===== config.mk =====
export PLATFORM = sky130hd
export DESIGN_NAME = uart_rx_frame_ctrl
export DESIGN_NICKNAME = d
export VERILOG_FILES = /design/src/rtl/uart_rx_pkg.sv /design/src/rtl/uart_rx_edge_bit_cnt.sv /design/src/rtl/uart_rx_frame_ctrl.sv
export SDC_FILE = /design/constraint.sdc
export NUM_CORES = 1
export LEC_CHECK = 0
export ABC_CLOCK_PERIOD_IN_PS = 3240
export CAP_MARGIN = 20
export CORE_MARGIN = 2
export CORE_UTILIZATION = 54
export CTS_BUF_LIST = sky130_fd_sc_hd__clkbuf_8
export CTS_CLUSTER_SIZE = 16
export DETAILED_ROUTE_END_ITERATION = 8
export HOLD_SLACK_MARGIN = 0.15
export PLACE_DENSITY_LB_ADDON = 0.2
export SLEW_MARGIN = 20
export SYNTH_ARGS = -nofsm -noshare
export SYNTH_HDL_FRONTEND = slang
export SYNTH_SLANG_ARGS = --single-unit

===== constraint.sdc =====
create_clock -name clk -period 3.24 [get_ports clk]
set_input_delay 0.486 -clock clk [delete_from_list [all_inputs] [get_ports clk]]
set_output_delay 0.486 -clock clk [all_outputs]
set_load 0.005 [all_outputs]

===== src/rtl/uart_rx_pkg.sv =====
// Shared types and constants for the UART receiver control/deserialize stage.
package uart_rx_pkg;

    // Default payload width and prescaler/edge-counter bus width
    localparam int unsigned DATA_WIDTH_DEF = 8;
    localparam int unsigned PRESC_W_DEF    = 5;

    // Bit counter covers start + payload + parity + stop
    localparam int unsigned BIT_CNT_W      = $clog2(DATA_WIDTH_DEF + 3);

    // Supported oversampling ratios
    localparam int unsigned PRESC_8        = 8;
    localparam int unsigned PRESC_16       = 16;

    // Frame FSM states
    typedef enum logic [2:0] {
        IDLE   = 3'd0,
        START  = 3'd1,
        DATA   = 3'd2,
        PARITY = 3'd3,
        STOP   = 3'd4
    } rx_state_e;

    // Bit-counter width for an arbitrary payload width
    function automatic int unsigned bit_cnt_width(input int unsigned dw);
        return $clog2(dw + 3);
    endfunction

endpackage


===== src/rtl/uart_rx_edge_bit_cnt.sv =====
// Oversample edge counter with bit-boundary (wrap) detection and bit counter.
module uart_rx_edge_bit_cnt
    import uart_rx_pkg::*;
#(
    parameter int unsigned PRESC_W = PRESC_W_DEF,
    parameter int unsigned BIT_W   = BIT_CNT_W
) (
    input  logic               clk,
    input  logic               rst,
    input  logic               en,
    input  logic               clr,
    input  logic [PRESC_W-1:0] prescaler,
    output logic [PRESC_W-1:0] edge_cnt,
    output logic [BIT_W-1:0]   bit_cnt,
    output logic               wrap_c
);

    // Last oversample edge of the current bit
    assign wrap_c = en && (edge_cnt == (prescaler - PRESC_W'(1)));

    // Edge counter: wraps from prescaler-1 to 0, forced to 0 on clear
    always_ff @(posedge clk or negedge rst) begin
        if (!rst) begin
            edge_cnt <= '0;
        end else if (clr) begin
            edge_cnt <= '0;
        end else if (en) begin
            edge_cnt <= wrap_c ? '0 : edge_cnt + PRESC_W'(1);
        end
    end

    // Bit counter: one count per bit boundary
    always_ff @(posedge clk or negedge rst) begin
        if (!rst) begin
            bit_cnt <= '0;
        end else if (clr) begin
            bit_cnt <= '0;
        end else if (wrap_c) begin
            bit_cnt <= bit_cnt + BIT_W'(1);
        end
    end

endmodule


===== src/rtl/uart_rx_frame_ctrl.sv =====
// UART RX control and deserialize stage: start detection, bit timing,
// frame assembly and start/parity/stop checking.
// Optional break detection output is built when UART_RX_BREAK_DET_EN is defined.
module uart_rx_frame_ctrl
    import uart_rx_pkg::*;
#(
    parameter int unsigned DATA_WIDTH = DATA_WIDTH_DEF,
    parameter int unsigned PRESC_W    = PRESC_W_DEF
) (
    input  logic                  clk,
    input  logic                  rst,
    input  logic                  RX_IN,
    input  logic [PRESC_W-1:0]    prescaler,
    input  logic                  par_en,
    input  logic                  par_typ,
    input  logic                  sampled_bit,
    output logic                  dat_sampling_en,
    output logic [PRESC_W-1:0]    edge_cnt,
    output logic [DATA_WIDTH-1:0] P_DATA,
    output logic                  data_valid,
    output logic                  par_err,
    output logic                  stp_err,
    output logic                  strt_glitch
`ifdef UART_RX_BREAK_DET_EN
    ,
    output logic                  break_det
`endif
);

    localparam int unsigned BCNT_W = bit_cnt_width(DATA_WIDTH);

    rx_state_e             state;
    rx_state_e             next_state;
    logic                  cnt_en;
    logic                  cnt_clr;
    logic                  wrap_c;
    logic [BCNT_W-1:0]     bit_cnt;
    logic [DATA_WIDTH-1:0] shreg;
    logic                  par_fail;
    logic                  par_mis;
    logic                  shift_en;
    logic                  par_latch;
    logic                  dv_d;
    logic                  perr_d;
    logic                  serr_d;
    logic                  glitch_d;
`ifdef UART_RX_BREAK_DET_EN
    logic                  par_bit;
    logic                  brk_d;
`endif

    // The cycle that sees RX_IN low in IDLE is edge 0 of the start bit
    assign cnt_en  = (state != IDLE) || !RX_IN;
    assign cnt_clr = (next_state == IDLE);

    // Received parity bit versus XOR of payload adjusted for odd/even
    assign par_mis = sampled_bit ^ (^shreg) ^ par_typ;

    uart_rx_edge_bit_cnt #(
        .PRESC_W (PRESC_W),
        .BIT_W   (BCNT_W)
    ) u_cnt (
        .clk       (clk),
        .rst       (rst),
        .en        (cnt_en),
        .clr       (cnt_clr),
        .prescaler (prescaler),
        .edge_cnt  (edge_cnt),
        .bit_cnt   (bit_cnt),
        .wrap_c    (wrap_c)
    );

    // FSM state register
    always_ff @(posedge clk or negedge rst) begin
        if (!rst) begin
            state <= IDLE;
        end else begin
            state <= next_state;
        end
    end

    // Next-state and strobe decode; all decisions taken at bit boundaries
    always_comb begin
        next_state = state;
        shift_en   = 1'b0;
        par_latch  = 1'b0;
        dv_d       = 1'b0;
        perr_d     = 1'b0;
        serr_d     = 1'b0;
        glitch_d   = 1'b0;
`ifdef UART_RX_BREAK_DET_EN
        brk_d      = 1'b0;
`endif
        case (state)
            IDLE: begin
                if (!RX_IN) begin
                    next_state = START;
                end
            end
            START: begin
                if (wrap_c) begin
                    if (sampled_bit) begin
                        glitch_d   = 1'b1;
                        next_state = IDLE;
                    end else begin
                        next_state = DATA;
                    end
                end
            end
            DATA: begin
                if (wrap_c) begin
                    shift_en = 1'b1;
                    if (bit_cnt == BCNT_W'(DATA_WIDTH)) begin
                        next_state = par_en ? PARITY : STOP;
                    end
                end
            end
            PARITY: begin
                if (wrap_c) begin
                    par_latch  = 1'b1;
                    next_state = STOP;
                end
            end
            STOP: begin
                if (wrap_c) begin
                    serr_d     = !sampled_bit;
                    perr_d     = par_fail;
                    dv_d       = sampled_bit && !par_fail;
`ifdef UART_RX_BREAK_DET_EN
                    brk_d      = (shreg == '0) && !par_bit && !sampled_bit;
`endif
                    next_state = IDLE;
                end
            end
            default: begin
                next_state = IDLE;
            end
        endcase
    end

    // Payload shift register, LSB received first
    always_ff @(posedge clk or negedge rst) begin
        if (!rst) begin
            shreg <= '0;
        end else if (shift_en) begin
            shreg <= {sampled_bit, shreg[DATA_WIDTH-1:1]};
        end
    end

    // Parity-fail flag held from the parity boundary to the stop boundary
    always_ff @(posedge clk or negedge rst) begin
        if (!rst) begin
            par_fail <= 1'b0;
        end else if (state == IDLE) begin
            par_fail <= 1'b0;
        end else if (par_latch) begin
            par_fail <= par_mis;
        end
    end

`ifdef UART_RX_BREAK_DET_EN
    // Raw parity bit kept for break detection
    always_ff @(posedge clk or negedge rst) begin
        if (!rst) begin
            par_bit <= 1'b0;
        end else if (state == IDLE) begin
            par_bit <= 1'b0;
        end else if (par_latch) begin
            par_bit <= sampled_bit;
        end
    end

    // Break strobe register
    always_ff @(posedge clk or negedge rst) begin
        if (!rst) begin
            break_det <= 1'b0;
        end else begin
            break_det <= brk_d;
        end
    end
`endif

    // Registered strobes, sampling enable and parallel output
    always_ff @(posedge clk or negedge rst) begin
        if (!rst) begin
            dat_sampling_en <= 1'b0;
            data_valid      <= 1'b0;
            par_err         <= 1'b0;
            stp_err         <= 1'b0;
            strt_glitch     <= 1'b0;
            P_DATA          <= '0;
        end else begin
            dat_sampling_en <= (next_state != IDLE);
            data_valid      <= dv_d;
            par_err         <= perr_d;
            stp_err         <= serr_d;
            strt_glitch     <= glitch_d;
            if (dv_d) begin
                P_DATA <= shreg;
            end
        end
    end

endmodule


# After elaboration in Yosys (flattened, before gate mapping)
# Index checks and enable logic that the tools add are counted.
word_totals:
  ff_bits: 34
  out_inout_bits: 18
classes:
  mux: 28
  n_bitwise: 2
  eq_ne: 6
  reduce_logical: 14
  addsub: 3
op_table:
  columns: ["op", "n"]
  rows:
  - ["3-bit two-way mux", 7]
  - ["5-bit two-way mux", 3]
  - ["3-bit case mux with 5 select lines", 1]
  - ["1-bit two-way mux", 14]
  - ["4-bit two-way mux", 2]
  - ["8-bit parity", 1]
  - ["3-bit by 2-bit == test with 1-bit output, second input constant", 2]
  - ["3-bit logical NOT", 2]
  - ["2-bit nonzero test", 3]
  - ["3-bit nonzero test", 2]
  - ["5-bit by 1-bit adder with 5-bit output, second input constant", 1]
  - ["5-bit == test", 1]
  - ["5-bit by 1-bit subtractor with 5-bit output, second input constant", 1]
  - ["4-bit by 1-bit adder with 4-bit output, second input constant", 1]
  - ["4-bit == test, second input constant", 1]
  - ["3-bit by 1-bit == test with 1-bit output, second input constant", 1]
  - ["3-bit == test, second input constant", 1]
  - ["1-bit logical NOT", 3]
  - ["1-bit logical AND", 2]
  - ["2-bit two-way mux", 1]
  - ["1-bit bitwise XOR", 2]
  - ["1-bit logical OR", 1]

# Logic depth before layout (Yosys ltp)
# Gate-level depths: netlist (run 1).
logic_depth:
  word_depth: 7
  ltp_mapped: 9
  depth_no_buf: 8

# Cells and area by module
# From an unflattened synthesis (run 1), not the netlist that was laid out.
unflattened:
  cells_unflattened: 139
  hier_area_um2: 1739.2
modules_own_cells:
  columns: ["mod", "cells_per_inst", "instances", "area_per_inst_um2", "seq_area_each_um2"]
  rows:
  - ["uart_rx_frame_ctrl", 80, 1, 1127.3, 625.6]
  - ["uart_rx_edge_bit_cnt", 59, 1, 611.8, 225.2]

# Worst setup path before layout (run 1)
# No wires, ideal clock.
synth_timing:
  path_type: "input to register"
  start: "input port prescaler[0]"
  end: "register P_DATA[0]"
  setup_slack_ns: 0.612
  path_buffers: 1
  arrival_time_ns: 2.503
  required_time_ns: 3.115
  stages: 9
  setup_ns: 0.125
  path_cell_list: "inv_1 -> ha_1 -> xor2_1 -> nand2_1 -> or4_4 -> or2_1 -> buf_6 -> nor3_4 -> mux2_2"
synth_between:
  elab_chain_cells: 5
synth_lines:
  columns: ["item", "line_no", "source"]
  rows:
  - ["start, declared", "uart_rx_frame_ctrl.sv:13", "input logic [PRESC_W-1:0] prescaler,"]
  - ["5-bit by 1-bit subtractor with 5-bit output", "uart_rx_edge_bit_cnt.sv:19", "assign wrap_c = en && (edge_cnt == (prescaler - PRESC_W'(1)));"]
  - ["5-bit == test", "uart_rx_edge_bit_cnt.sv:19", null]
  - ["1-bit logical AND", "uart_rx_edge_bit_cnt.sv:19", null]
  - ["1-bit two-way mux", "uart_rx_frame_ctrl.sv:125", "if (wrap_c) begin"]
  - ["1-bit two-way mux", "uart_rx_frame_ctrl.sv:94", "case (state)"]
  - ["end signal, assigned", "uart_rx_frame_ctrl.sv:199", "P_DATA <= shreg;"]
  - ["end, declared", "uart_rx_frame_ctrl.sv:19", "output logic [DATA_WIDTH-1:0] P_DATA,"]
# Every way passes these cells.
# A chain may end at the register's enable or synchronous reset.

# Final worst setup path (run 1)
layout_timing:
  start: "input port prescaler[1]"
  end: "register P_DATA[3]"
# The elaborated chain is that of the path after synthesis.

==> out/summary.txt, run 1 <==
OUTCOME
----------------------------------------------------------------------------------
Outcome ............................................................. finished, final reports clean

YOSYS
----------------------------------------------------------------------------------
Sequential share of the synthesized area ............................        50.2%
Post-synthesis net count ............................................          169
Dominant cell type by area after synthesis .......................... sky130_fd_sc_hd__dfrtp_1
Cells after Synth ...................................................          154
Unique masters post-synth ...........................................           38
Async set-or-reset flop fraction in the synthesized netlist .........         100%
Summed instance area of the synthesized netlist .....................   1690 sq um
Most used DFF post-synth ............................................ sky130_fd_sc_hd__dfrtp_1
Number of flip-flops and latches in the synthesized netlist .........           34
Number of enable-type register cells in the synthesized netlist .....            0
Portion of synthesized cell area occupied by the leading cell type ..        50.2%
Count of warnings emitted by yosys ..................................            0
Synthesized area per cell ...........................................   11.0 sq um
Most area-consuming cells after synthesis ........................... sky130_fd_sc_hd__dfrtp_1 50%, sky130_fd_sc_hd__mux2_2 11%, sky130_fd_sc_hd__xnor2_1 5.7%

DETAILED ROUTING
----------------------------------------------------------------------------------
WL met3 .............................................................       211 um
Detail Route met2 WL ................................................      1.60 mm
Residual DRC count ..................................................            0
Starting DRT DRC Count ..............................................           43
Mean routed wirelength per cell .....................................      14.0 um
Topmost layer with routed signal wires ..............................         met4
Vias per Instance ...................................................         5.39
Detailed-router iteration count before antenna repair ...............            4
Remaining number of nets flagged by the antenna check after routing .            0
Wire length on met1 .................................................      1.39 mm
Count of vias placed by the detailed router .........................         1245
WL final ............................................................      3.22 mm

STA
----------------------------------------------------------------------------------
Post-Route Setup TNS ................................................         0 ns
Share of the cycle needed by the critical path after routing ........        90.8%
Unrepaired setup endpoints after global routing .....................           no
Worst relative slew slack ...........................................        67.0%
# setup viols final .................................................            0
Setup WS post-layout ................................................     0.297 ns
Max Freq ............................................................      340 MHz
Final min period ....................................................      2.94 ns
Final Slew Violations ...............................................            0
Final hold vios .....................................................            0
Worst Clk Skew ......................................................   0.00560 ns
Least-Margin Pin Slew ...............................................     0.494 ns

FLOORPLANNING
----------------------------------------------------------------------------------
Rows ................................................................           20
Die Ht ..............................................................      60.0 um
Die width ...........................................................      60.0 um
I/O Pins ............................................................           29
Area of the die .....................................................   3600 sq um
Core footprint ......................................................   3030 sq um
Initial core utilization ............................................        56.0%

CRITICAL PATH
----------------------------------------------------------------------------------
Worst reg2reg path depth ............................................            7
FF-to-FF Start ...................................................... u_cnt.edge_cnt[3]
Delay of the slowest critical-path stage ............................      0.50 ns
Critical register-to-register path endpoint .........................    P_DATA[3]
Critical-path top delay cell ........................................ sky130_fd_sc_hd__clkdlybuf4s50_1
List of cells traversed by the critical path ........................ clkdlybuf4s50_1 -> inv_1 -> ha_1 -> xor2_1 -> nand2_1 -> or4_4 -> or2_1 -> nor3_4 -> buf_12 -> mux2_2
Sort of element at the end of the critical path .....................         flop
Bufs and invs on worst path .........................................            3
Largest fanout on the critical path .................................            8
Kind of cell adding the most delay to the critical path ............. simple AND/OR/NAND/NOR gates
Startpoint class of the critical path ...............................    input pin
Required time reported for the critical path endpoint ...............      3.40 ns
Arrival time of the worst setup path ................................      3.11 ns
Start-to-end type of the worst setup path ........................... input pin to flop
R2R setup slack .....................................................      0.76 ns

GLOBAL ROUTING
----------------------------------------------------------------------------------
Global Route Usage Sum ..............................................        19.7%
Number of antenna violations at the first check in global routing ...            0
Overflow left after global routing ..................................            0
Wire length of the first global-routing pass ........................      5.21 mm
Maximum number of pins on one net before global-route repair ........           35
Number of global-route vias before repair ...........................         1181

POWER AND IR DROP
----------------------------------------------------------------------------------
IR drop worst, VDD ..................................................       330 uV
Final Total Pwr .....................................................      1.31 mW
Power density over the cells ........................................  615 nW/um^2
Leakage power figure ................................................     0.985 nW

CLOCKING
----------------------------------------------------------------------------------
Clock transition at the registers of the reported paths .............      0.06 ns
Clock tree from TritonCTS ...........................................        built
Hold_buf cts ........................................................            0
Post-CTS Setup Bufs .................................................            0
Number of clock sinks ...............................................           34
Max Root-Sink Buffers ...............................................            2
Clock Tree Root ..................................................... sky130_fd_sc_hd__clkbuf_8
Worst-skew pair later-pin latency ...................................      0.28 ns
Number of gates given a new drive strength after cts ................            0
CTS H-tree depth ....................................................            2
Inserted Clock Buffers ..............................................            5

PLACED DESIGN
----------------------------------------------------------------------------------
DP Wirelength .......................................................      2.35 mm
Final estimated routing congestion in global placement ..............        0.849
Number of buffer cells added on primary ports .......................           28
Setup slack at placement ............................................    0.0205 ns
Cell total after placement ..........................................          223

MIN PATH
----------------------------------------------------------------------------------
Worst Hold End ......................................................    P_DATA[4]
HP Start ............................................................    P_DATA[4]
Path category of the worst min-delay check .......................... flop to flop
Hold Path Stages ....................................................            1

LAYOUT
----------------------------------------------------------------------------------
Share of final-layout standard cells stronger than drive strength 1 .        16.6%
Count of nets after finishing .......................................          201
Number of cells in the finished layout apart from fillers ...........          231
Number of diodes added for antenna fixing ...........................            0
Layout overhead on the synthesized area .............................        25.5%

RUN
----------------------------------------------------------------------------------
Max Cap Viol ........................................................            0

-- cells in the final DEF (no fill, tap or decap), types with 2 or more instances in the layout --
cell and n:
sky130_fd_sc_hd__dfrtp_1 34, sky130_fd_sc_hd__clkbuf_8 6, sky130_fd_sc_hd__nand3_1 6, sky130_fd_sc_hd__nor2b_1 2, sky130_fd_sc_hd__inv_1 10, sky130_fd_sc_hd__nor2_1 15, sky130_fd_sc_hd__clkdlybuf4s50_1 28, sky130_fd_sc_hd__ha_1 4
sky130_fd_sc_hd__nand2_1 8, sky130_fd_sc_hd__buf_4 3, sky130_fd_sc_hd__nand4_1 2, sky130_fd_sc_hd__xor2_1 6, sky130_fd_sc_hd__a21oi_1 6, sky130_fd_sc_hd__and3_1 2, sky130_fd_sc_hd__xnor2_1 11, sky130_fd_sc_hd__mux2_2 16
sky130_fd_sc_hd__o21ai_0 5, sky130_fd_sc_hd__o31ai_1 2
-- area by class of cell --
type	count	area, sq um
fill	233	902
sequential	34	851
multi-input combinational	104	772
timing repair buffer	32	323
clock buffer	6	82.6
tap	44	55.1
inverter	9	33.8
clock inverter	2	8.76
-- per-layer routing --
layer	vias to the layer above	GRT usage, %
met2	55	34.2
li1	589	-
met3	6	5.84
met1	595	23.7
met4	0	5.71
met5	-	0
-- report_power, final --
| part | switching [mW] | internal, mW |
|---|---|---|
| Combinational | 0.201 | 0.212 |
| Clock | 0.147 | 0.168 |
| Sequential | 0.0884 | 0.490 |
-- cell families (layout without fill, tap and decap cells) --
| group | after synthesis | after routing | synth area share (%) |
|---|---|---|---|
| simple gates | 47 | 47 | 15.2 |
| flops | 34 | 34 | 50.2 |
| compound gates | 19 | 19 | 7.02 |
| xor+xnor | 18 | 18 | 9.75 |
| mux | 16 | 16 | 10.6 |
| buf+inv | 16 | 49 | 4.21 |
| fa+ha+maj | 4 | 4 | 2.95 |
-- cell usage after synthesis (3+ instances only) --
cell                       instances
sky130_fd_sc_hd__inv_1             9
sky130_fd_sc_hd__nand3_1           6
sky130_fd_sc_hd__nand2_1           8
sky130_fd_sc_hd__ha_1              4
sky130_fd_sc_hd__mux2_2           16
sky130_fd_sc_hd__nor2_1           15
sky130_fd_sc_hd__dfrtp_1          34
sky130_fd_sc_hd__xnor2_1          11
sky130_fd_sc_hd__xor2_1            6
sky130_fd_sc_hd__a21oi_1           6
sky130_fd_sc_hd__clkbuf_1          3
sky130_fd_sc_hd__o21ai_0           5
-- sequential cells by signal, summed over array words and instances, names as in the netlist --
register / cells
P_DATA: 8
dat_sampling_en: 1
data_valid: 1
par_err: 1
par_fail: 1
shreg: 8
state: 3
stp_err: 1
strt_glitch: 1
u_cnt.bit_cnt: 4
u_cnt.edge_cnt: 5
-- through the flow --
step                      hold WS (ns)  utilization (%)  cell area, sq um
after floorplan                  0.190                -              1690
after global placement           0.493             67.2              2030
after detailed placement         0.498             67.2              2030
after CTS                        0.518             70.2              2130
after global routing             0.537             70.2              2130
final                            0.513             70.2              2130
-- worst reg2reg max path: stages (launching register included) --
cell and delay (ns):
sky130_fd_sc_hd__dfrtp_1 0.44, sky130_fd_sc_hd__xnor2_2 0.18, sky130_fd_sc_hd__xnor2_1 0.14, sky130_fd_sc_hd__or4_4 0.55, sky130_fd_sc_hd__or2_1 0.32, sky130_fd_sc_hd__nor3_4 0.25
sky130_fd_sc_hd__buf_12 0.15, sky130_fd_sc_hd__mux2_2 0.33
-- how the worst max path moves through the flow --
stage                            start         to  depth (start not counted)
after global routing      prescaler[1]  P_DATA[3]                         10
after global placement    prescaler[1]  P_DATA[6]                         10
after CTS                 prescaler[1]  P_DATA[3]                         10
after floorplan           prescaler[0]  P_DATA[0]                          9
final                     prescaler[1]  P_DATA[3]                         10
after detailed placement  prescaler[1]  P_DATA[0]                         10
(Power assumes the default switching activity.)
==> run 2, diff against run 1 <==
- CORE_UTILIZATION: 54 -> 31
- MAX_ROUTING_LAYER: unset -> met4
==> run 2 against run 1 <==
Critical path depth unchanged. Clock skew up 0.00078 ns. Combinational power about the same. Routed wire length up 4.7%. First-iteration DRC count up 84%. Worst setup slack better by 0.043 ns. Largest cell class unchanged. Cell area up 2.2%. Power about the same. Register-to-register slack better by 0.04 ns. Maximum frequency up 1.5%.
==> out/summary.txt, run 2 (synthesized netlist as in run 1, its figures left out) <==
FLOORPLANNING
----------------------------------------------------------------------------------
Rows ................................................................           26
Initial core utilization ............................................        32.5%
Die Ht ..............................................................      77.9 um
Area of the die .....................................................   6070 sq um
Die width ...........................................................      77.9 um
I/O Pins ............................................................           29
Core footprint ......................................................   5200 sq um

CRITICAL PATH
----------------------------------------------------------------------------------
FF-to-FF Start ......................................................     state[0]
List of cells traversed by the critical path ........................ clkdlybuf4s50_1 -> inv_1 -> ha_1 -> xor2_1 -> nand2_1 -> or4_4 -> or2_1 -> nor3_4 -> buf_12 -> mux2_2
Bufs and invs on worst path .........................................            3
Worst setup path startpoint ......................................... prescaler[1]
Critical register-to-register path endpoint .........................    P_DATA[6]
Arrival time of the worst setup path ................................      3.07 ns
R2R setup slack .....................................................      0.80 ns
Worst reg2reg path depth ............................................            7
Kind of cell adding the most delay to the critical path ............. simple AND/OR/NAND/NOR gates
Largest fanout on the critical path .................................            8
Critical-path top delay cell ........................................ sky130_fd_sc_hd__clkdlybuf4s50_1
Delay of the slowest critical-path stage ............................      0.50 ns
Start-to-end type of the worst setup path ........................... input pin to flop
Total stage count of the critical path ..............................           10
Sort of element at the end of the critical path .....................         flop
Startpoint class of the critical path ...............................    input pin
Required time reported for the critical path endpoint ...............      3.41 ns
Crit path capture ...................................................    P_DATA[6]

STA
----------------------------------------------------------------------------------
Worst Clk Skew ......................................................   0.00638 ns
Max Freq ............................................................      345 MHz
Unrepaired setup endpoints after global routing .....................           no
Final Slew Violations ...............................................            0
Post-Route Setup TNS ................................................         0 ns
Least-Margin Pin Slew ...............................................     0.443 ns
Final min period ....................................................      2.90 ns
# setup viols final .................................................            0
Worst relative slew slack ...........................................        70.4%
Setup WS post-layout ................................................     0.340 ns
Share of the cycle needed by the critical path after routing ........        89.5%
Final hold vios .....................................................            0
Final worst hold slack ..............................................     0.513 ns

PLACED DESIGN
----------------------------------------------------------------------------------
DP Wirelength .......................................................      2.41 mm
Setup slack at placement ............................................    0.0585 ns
Number of buffer cells added on primary ports .......................           28
Cell total after placement ..........................................          251
Final estimated routing congestion in global placement ..............        0.831

CLOCKING
----------------------------------------------------------------------------------
Post-CTS Setup Bufs .................................................            0
Hold_buf cts ........................................................            0
Max Root-Sink Buffers ...............................................            2
Number of gates given a new drive strength after cts ................            0
Clock transition at the registers of the reported paths .............      0.06 ns
Clock tree from TritonCTS ...........................................        built
CTS H-tree depth ....................................................            2
Clock Tree Root ..................................................... sky130_fd_sc_hd__clkbuf_8
Inserted Clock Buffers ..............................................            5
Worst-skew pair later-pin latency ...................................      0.28 ns
Number of clock sinks ...............................................           34

DETAILED ROUTING
----------------------------------------------------------------------------------
Residual DRC count ..................................................            0
Wire length on met1 .................................................      1.60 mm
Detailed-router iteration count before antenna repair ...............            5
WL met3 .............................................................       197 um
Remaining number of nets flagged by the antenna check after routing .            0
Mean routed wirelength per cell .....................................      13.0 um
Vias per Instance ...................................................         4.68
Detail Route met2 WL ................................................      1.51 mm
Count of vias placed by the detailed router .........................         1213
Starting DRT DRC Count ..............................................           79
Topmost layer with routed signal wires ..............................         met4
WL final ............................................................      3.38 mm

LAYOUT
----------------------------------------------------------------------------------
Commonest cells after routing, fill and taps aside .................. 34 x sky130_fd_sc_hd__dfrtp_1, 28 x sky130_fd_sc_hd__clkdlybuf4s50_1, 16 x sky130_fd_sc_hd__mux2_2, 15 x sky130_fd_sc_hd__nor2_1, 11 x sky130_fd_sc_hd__xnor2_1
Number of diodes added for antenna fixing ...........................            0
Number of inserted filler cells in the final layout .................          510
Layout overhead on the synthesized area .............................        28.3%
Number of cells in the finished layout apart from fillers ...........          259
Biggest registers after layout ...................................... P_DATA: 8 flops, shreg: 8 flops, u_cnt.edge_cnt: 5 flops
Most common library cell in the layout ignoring fill and taps ....... sky130_fd_sc_hd__dfrtp_1
Count of nets after finishing .......................................          203
Share of the core filled with cells .................................        41.8%
Share of final-layout standard cells stronger than drive strength 1 .        17.5%

MIN PATH
----------------------------------------------------------------------------------
Path category of the worst min-delay check .......................... flop to flop

RUN
----------------------------------------------------------------------------------
Max Cap Viol ........................................................            0

GLOBAL ROUTING
----------------------------------------------------------------------------------
Number of global-route vias before repair ...........................         1220
Maximum number of pins on one net before global-route repair ........           35
Global Route Usage Sum ..............................................        12.6%
Number of antenna violations at the first check in global routing ...            0
Wire length of the first global-routing pass ........................      5.76 mm
Overflow left after global routing ..................................            0

POWER AND IR DROP
----------------------------------------------------------------------------------
Power density over the cells ........................................  601 nW/um^2
IR drop worst, VDD ..................................................       236 uV
Leakage power figure ................................................     0.994 nW

OUTCOME
----------------------------------------------------------------------------------
Outcome ............................................................. finished, final reports clean

[run 2: cell types whose count changed in the layout (fill, tap and decap cells not counted)]
| cell | change |
|---|---|
| sky130_fd_sc_hd__buf_4 | +2 |
[run 2: routing by layer]
layer | up-vias | track usage (%)
met1 | 582 | 15.5
met2 | 31 | 19.1
li1 | 594 | -
met3 | 6 | 3.84
met4 | 0 | 5.79
met5 | - | -
[run 2: cell type report]
cell class / count / area [sq um] / share of cell area (%)
repair buffers: 34 / 338 / 15.5
clock buffers: 6 / 82.6 / 3.80
well taps: 70 / 87.6 / 4.03
inverters: 9 / 33.8 / 1.55
multi-input cells: 104 / 772 / 35.5
flip-flops and latches: 34 / 851 / 39.1
clock inverters: 2 / 8.76 / 0.403
[run 2: worst min-delay path by stage]
stage              start   endpoint  slack, ns  cells past startpoint
3_3_place_gp   P_DATA[4]  P_DATA[4]       0.50                      1
2_1_floorplan        rst  P_DATA[0]       0.19                      0
5_1_grt        P_DATA[2]  P_DATA[2]       0.53                      1
3_5_place_dp   P_DATA[2]  P_DATA[2]       0.50                      1
4_1_cts        P_DATA[3]  P_DATA[3]       0.52                      1
6_report       P_DATA[3]  P_DATA[3]       0.51                      1
[run 2: through the flow]
stage | power [mW] | cell area, sq um
finish | 1.31 | 2170
detailed placement | 1.00 | 2080
CTS | 1.32 | 2170
global route | 1.41 | 2170
floorplan | 0.851 | 1690
global placement | 0.994 | 2080
[run 2: power breakdown]
group,switching [mW],total (mW),internal (mW)
clock,0.146,0.315,0.168
combinational,0.199,0.414,0.215
sequential,0.0877,0.578,0.490
total,0.433,1.31,0.874
[run 2: worst register-to-register path, cell delays in order, from the launching register on]
cell	delay [ns]
sky130_fd_sc_hd__dfrtp_1	0.48
sky130_fd_sc_hd__nor2_1	0.15
sky130_fd_sc_hd__and3_1	0.23
sky130_fd_sc_hd__or4_4	0.43
sky130_fd_sc_hd__or2_1	0.32
sky130_fd_sc_hd__nor3_4	0.25
sky130_fd_sc_hd__buf_12	0.15
sky130_fd_sc_hd__mux2_2	0.33
==> run 3, diff against run 2 <==
- CELL_PAD_IN_SITES_DETAIL_PLACEMENT: unset -> 1
- CELL_PAD_IN_SITES_GLOBAL_PLACEMENT: unset -> 2
- CORE_MARGIN: 2 -> unset
- PLACE_DENSITY: unset -> 0.81
- PLACE_DENSITY_LB_ADDON: 0.2 -> unset
==> run 3 against run 2 <==
Cell area rose by 0.98%. Hold slack got worse by 0.0015 ns. Combinational power rose by 3%. Worst setup slack got worse by 0.010 ns. Die area fell by 5.1%. Via count rose by 2.8%. Critical path depth did not move. Routed wire length rose by 15%. Clock skew fell by 0.0018 ns. Non-clock buffer count did not move. Largest power group unchanged. Critical endpoint is now P_DATA[4]. Sequential share of layout area fell by 0.38 points. Critical path type unchanged.
==> out/summary.txt, run 3 (synthesized netlist as in run 1, its figures left out) <==
DETAILED ROUTING
----------------------------------------------------------------------------------
Count of vias placed by the detailed router .........................         1247
Detailed-router iteration count before antenna repair ...............            4
Vias per Instance ...................................................         4.83
Remaining number of nets flagged by the antenna check after routing .            0
WL final ............................................................      3.89 mm
Starting DRT DRC Count ..............................................           42
Residual DRC count ..................................................            0
Mean routed wirelength per cell .....................................      15.1 um

LAYOUT
----------------------------------------------------------------------------------
Share of the core filled with cells .................................        42.4%
Number of cells in the finished layout apart from fillers ...........          258
Commonest cells after routing, fill and taps aside .................. 34 x sky130_fd_sc_hd__dfrtp_1, 28 x sky130_fd_sc_hd__clkdlybuf4s50_1, 16 x sky130_fd_sc_hd__mux2_2, 15 x sky130_fd_sc_hd__nor2_1, 11 x sky130_fd_sc_hd__xnor2_1
Multi-input combinational cell area .................................    772 sq um
Most common library cell in the layout ignoring fill and taps ....... sky130_fd_sc_hd__dfrtp_1
Count of nets after finishing .......................................          203
Layout overhead on the synthesized area .............................        29.5%
Biggest registers after layout ...................................... P_DATA: 8 flops, shreg: 8 flops, u_cnt.edge_cnt: 5 flops
FF+latch area .......................................................    851 sq um
Share of final-layout standard cells stronger than drive strength 1 .        17.6%
Number of inserted filler cells in the final layout .................          562
Number of diodes added for antenna fixing ...........................            0

POWER AND IR DROP
----------------------------------------------------------------------------------
Internal portion of total power .....................................       954 uW
Net switching fraction of the power .................................        32.3%
Sequential share of power ...........................................        41.6%
Part of the total power dissipated in combinational logic ...........        30.4%
Clock share of power ................................................        28.0%
IR drop worst, VDD ..................................................       288 uV
Switching Power .....................................................       454 uW
Power density over the cells ........................................  642 nW/um^2
Leakage power figure ................................................     0.999 nW

STA
----------------------------------------------------------------------------------
Worst relative slew slack ...........................................        68.4%
Share of the cycle needed by the critical path after routing ........        89.8%
Max Freq ............................................................      344 MHz
Final min period ....................................................      2.91 ns
Final hold vios .....................................................            0
Final Slew Violations ...............................................            0
# setup viols final .................................................            0
Least-Margin Pin Slew ...............................................     0.473 ns
Post-Route Setup TNS ................................................         0 ns
Unrepaired setup endpoints after global routing .....................           no
Final worst hold slack ..............................................     0.512 ns
Worst Clk Skew ......................................................   0.00463 ns

CLOCKING
----------------------------------------------------------------------------------
Hold_buf cts ........................................................            0
Number of gates given a new drive strength after cts ................            0
Number of clock sinks ...............................................           34
Inserted Clock Buffers ..............................................            5
Max Root-Sink Buffers ...............................................            2
Clock tree from TritonCTS ...........................................        built
Post-CTS Setup Bufs .................................................            0
Clock transition at the registers of the reported paths .............      0.07 ns
Clock Tree Root ..................................................... sky130_fd_sc_hd__clkbuf_8
CTS H-tree depth ....................................................            2
Worst-skew pair later-pin latency ...................................      0.28 ns

FLOORPLANNING
----------------------------------------------------------------------------------
Initial core utilization ............................................        32.8%
Rows ................................................................           26
Core footprint ......................................................   5170 sq um
Area of the die .....................................................   5760 sq um
Die width ...........................................................      75.9 um
I/O Pins ............................................................           29
Die Ht ..............................................................      75.9 um

CRITICAL PATH
----------------------------------------------------------------------------------
Critical-path top delay cell ........................................ sky130_fd_sc_hd__clkdlybuf4s50_1
Largest fanout on the critical path .................................            8
Sort of element at the end of the critical path .....................         flop
Bufs and invs on worst path .........................................            3
Kind of cell adding the most delay to the critical path ............. simple AND/OR/NAND/NOR gates
Startpoint class of the critical path ...............................    input pin
Start-to-end type of the worst setup path ........................... input pin to flop
Delay of the slowest critical-path stage ............................      0.49 ns
Required time reported for the critical path endpoint ...............      3.41 ns
Arrival time of the worst setup path ................................      3.08 ns
List of cells traversed by the critical path ........................ clkdlybuf4s50_1 -> inv_1 -> ha_1 -> xor2_1 -> nand2_1 -> or4_4 -> or2_1 -> nor3_4 -> buf_12 -> mux2_2

PLACED DESIGN
----------------------------------------------------------------------------------
Number of buffer cells added on primary ports .......................           28
DP Wirelength .......................................................      2.92 mm
Final estimated routing congestion in global placement ..............        0.800
Cell total after placement ..........................................          251

RUN
----------------------------------------------------------------------------------
Max Cap Viol ........................................................            0

OUTCOME
----------------------------------------------------------------------------------
Outcome ............................................................. finished, final reports clean

GLOBAL ROUTING
----------------------------------------------------------------------------------
Number of global-route vias before repair ...........................         1413
Overflow left after global routing ..................................            0
Global Route Usage Sum ..............................................        15.6%
Wire length of the first global-routing pass ........................      6.89 mm
Maximum number of pins on one net before global-route repair ........           35
Number of antenna violations at the first check in global routing ...            0

MIN PATH
----------------------------------------------------------------------------------
Path category of the worst min-delay check .......................... flop to flop

-- run 3: cell count changes in the layout (fill, tap and decap cells not counted), sizes merged --
cell | before | now
inv | 10 | 9
bufinv | 0 | 1
clkinv | 1 | 0
-- run 3: stage by stage --
| stage | power [mW] | setup slack, ns | area (sq um) |
|---|---|---|---|
| after floorplan | 0.851 | 0.612 | 1690 |
| after global placement | 0.995 | 0.0938 | 2080 |
| after detailed placement | 1.03 | 0.0258 | 2080 |
| after CTS | 1.43 | 0.312 | 2190 |
| after global routing | 1.51 | 0.167 | 2190 |
| final | 1.41 | 0.330 | 2190 |
-- run 3: worst register-to-register path, cell delays in order, from the launching register on --
cell,delay [ns]
sky130_fd_sc_hd__dfrtp_1,0.51
sky130_fd_sc_hd__inv_1,0.14
sky130_fd_sc_hd__and3_1,0.22
sky130_fd_sc_hd__or4_4,0.43
sky130_fd_sc_hd__or2_1,0.32
sky130_fd_sc_hd__nor3_4,0.25
sky130_fd_sc_hd__buf_12,0.15
sky130_fd_sc_hd__mux2_2,0.33
-- run 3: cell type report --
class / count / share of cell area (%)
sequential: 34 / 38.8
multi-input combinational: 104 / 35.2
timing repair buffer: 34 / 15.4
tap: 70 / 3.99
clock buffer: 6 / 3.76
inverter: 9 / 1.54
clock inverter: 1 / 1.37
-- run 3: path summary, 6_finish.rpt --
check	start	endpoint	slack, ns	cells past startpoint
min	P_DATA[6]	P_DATA[6]	0.51	1
max	prescaler[0]	P_DATA[4]	0.33	10
min in group asynchronous	rst	u_cnt.bit_cnt[0]	0.62	2
min reg2reg	P_DATA[6]	P_DATA[6]	0.51	1
max reg2reg	state[2]	P_DATA[4]	0.77	7
max in group asynchronous	rst	P_DATA[4]	2.31	2
-- run 3: power groups by stage --
stage,clock network (mW),registers (mW),logic (mW)
2_1_floorplan,0,0.548,0.303
3_3_place_gp,0,0.587,0.409
3_5_place_dp,0,0.595,0.430
4_1_cts,0.407,0.588,0.435
5_1_grt,0.423,0.598,0.486
6_report,0.395,0.585,0.428
-- run 3: per-layer routing --
layer	vias to the layer above	part of all wire, %	GRT usage, %
li1	596	-	-
met1	621	44	18.5
met2	24	52	26.5
met3	6	2.9	3.73
met4	0	1.1	4.42
met5	-	0	-
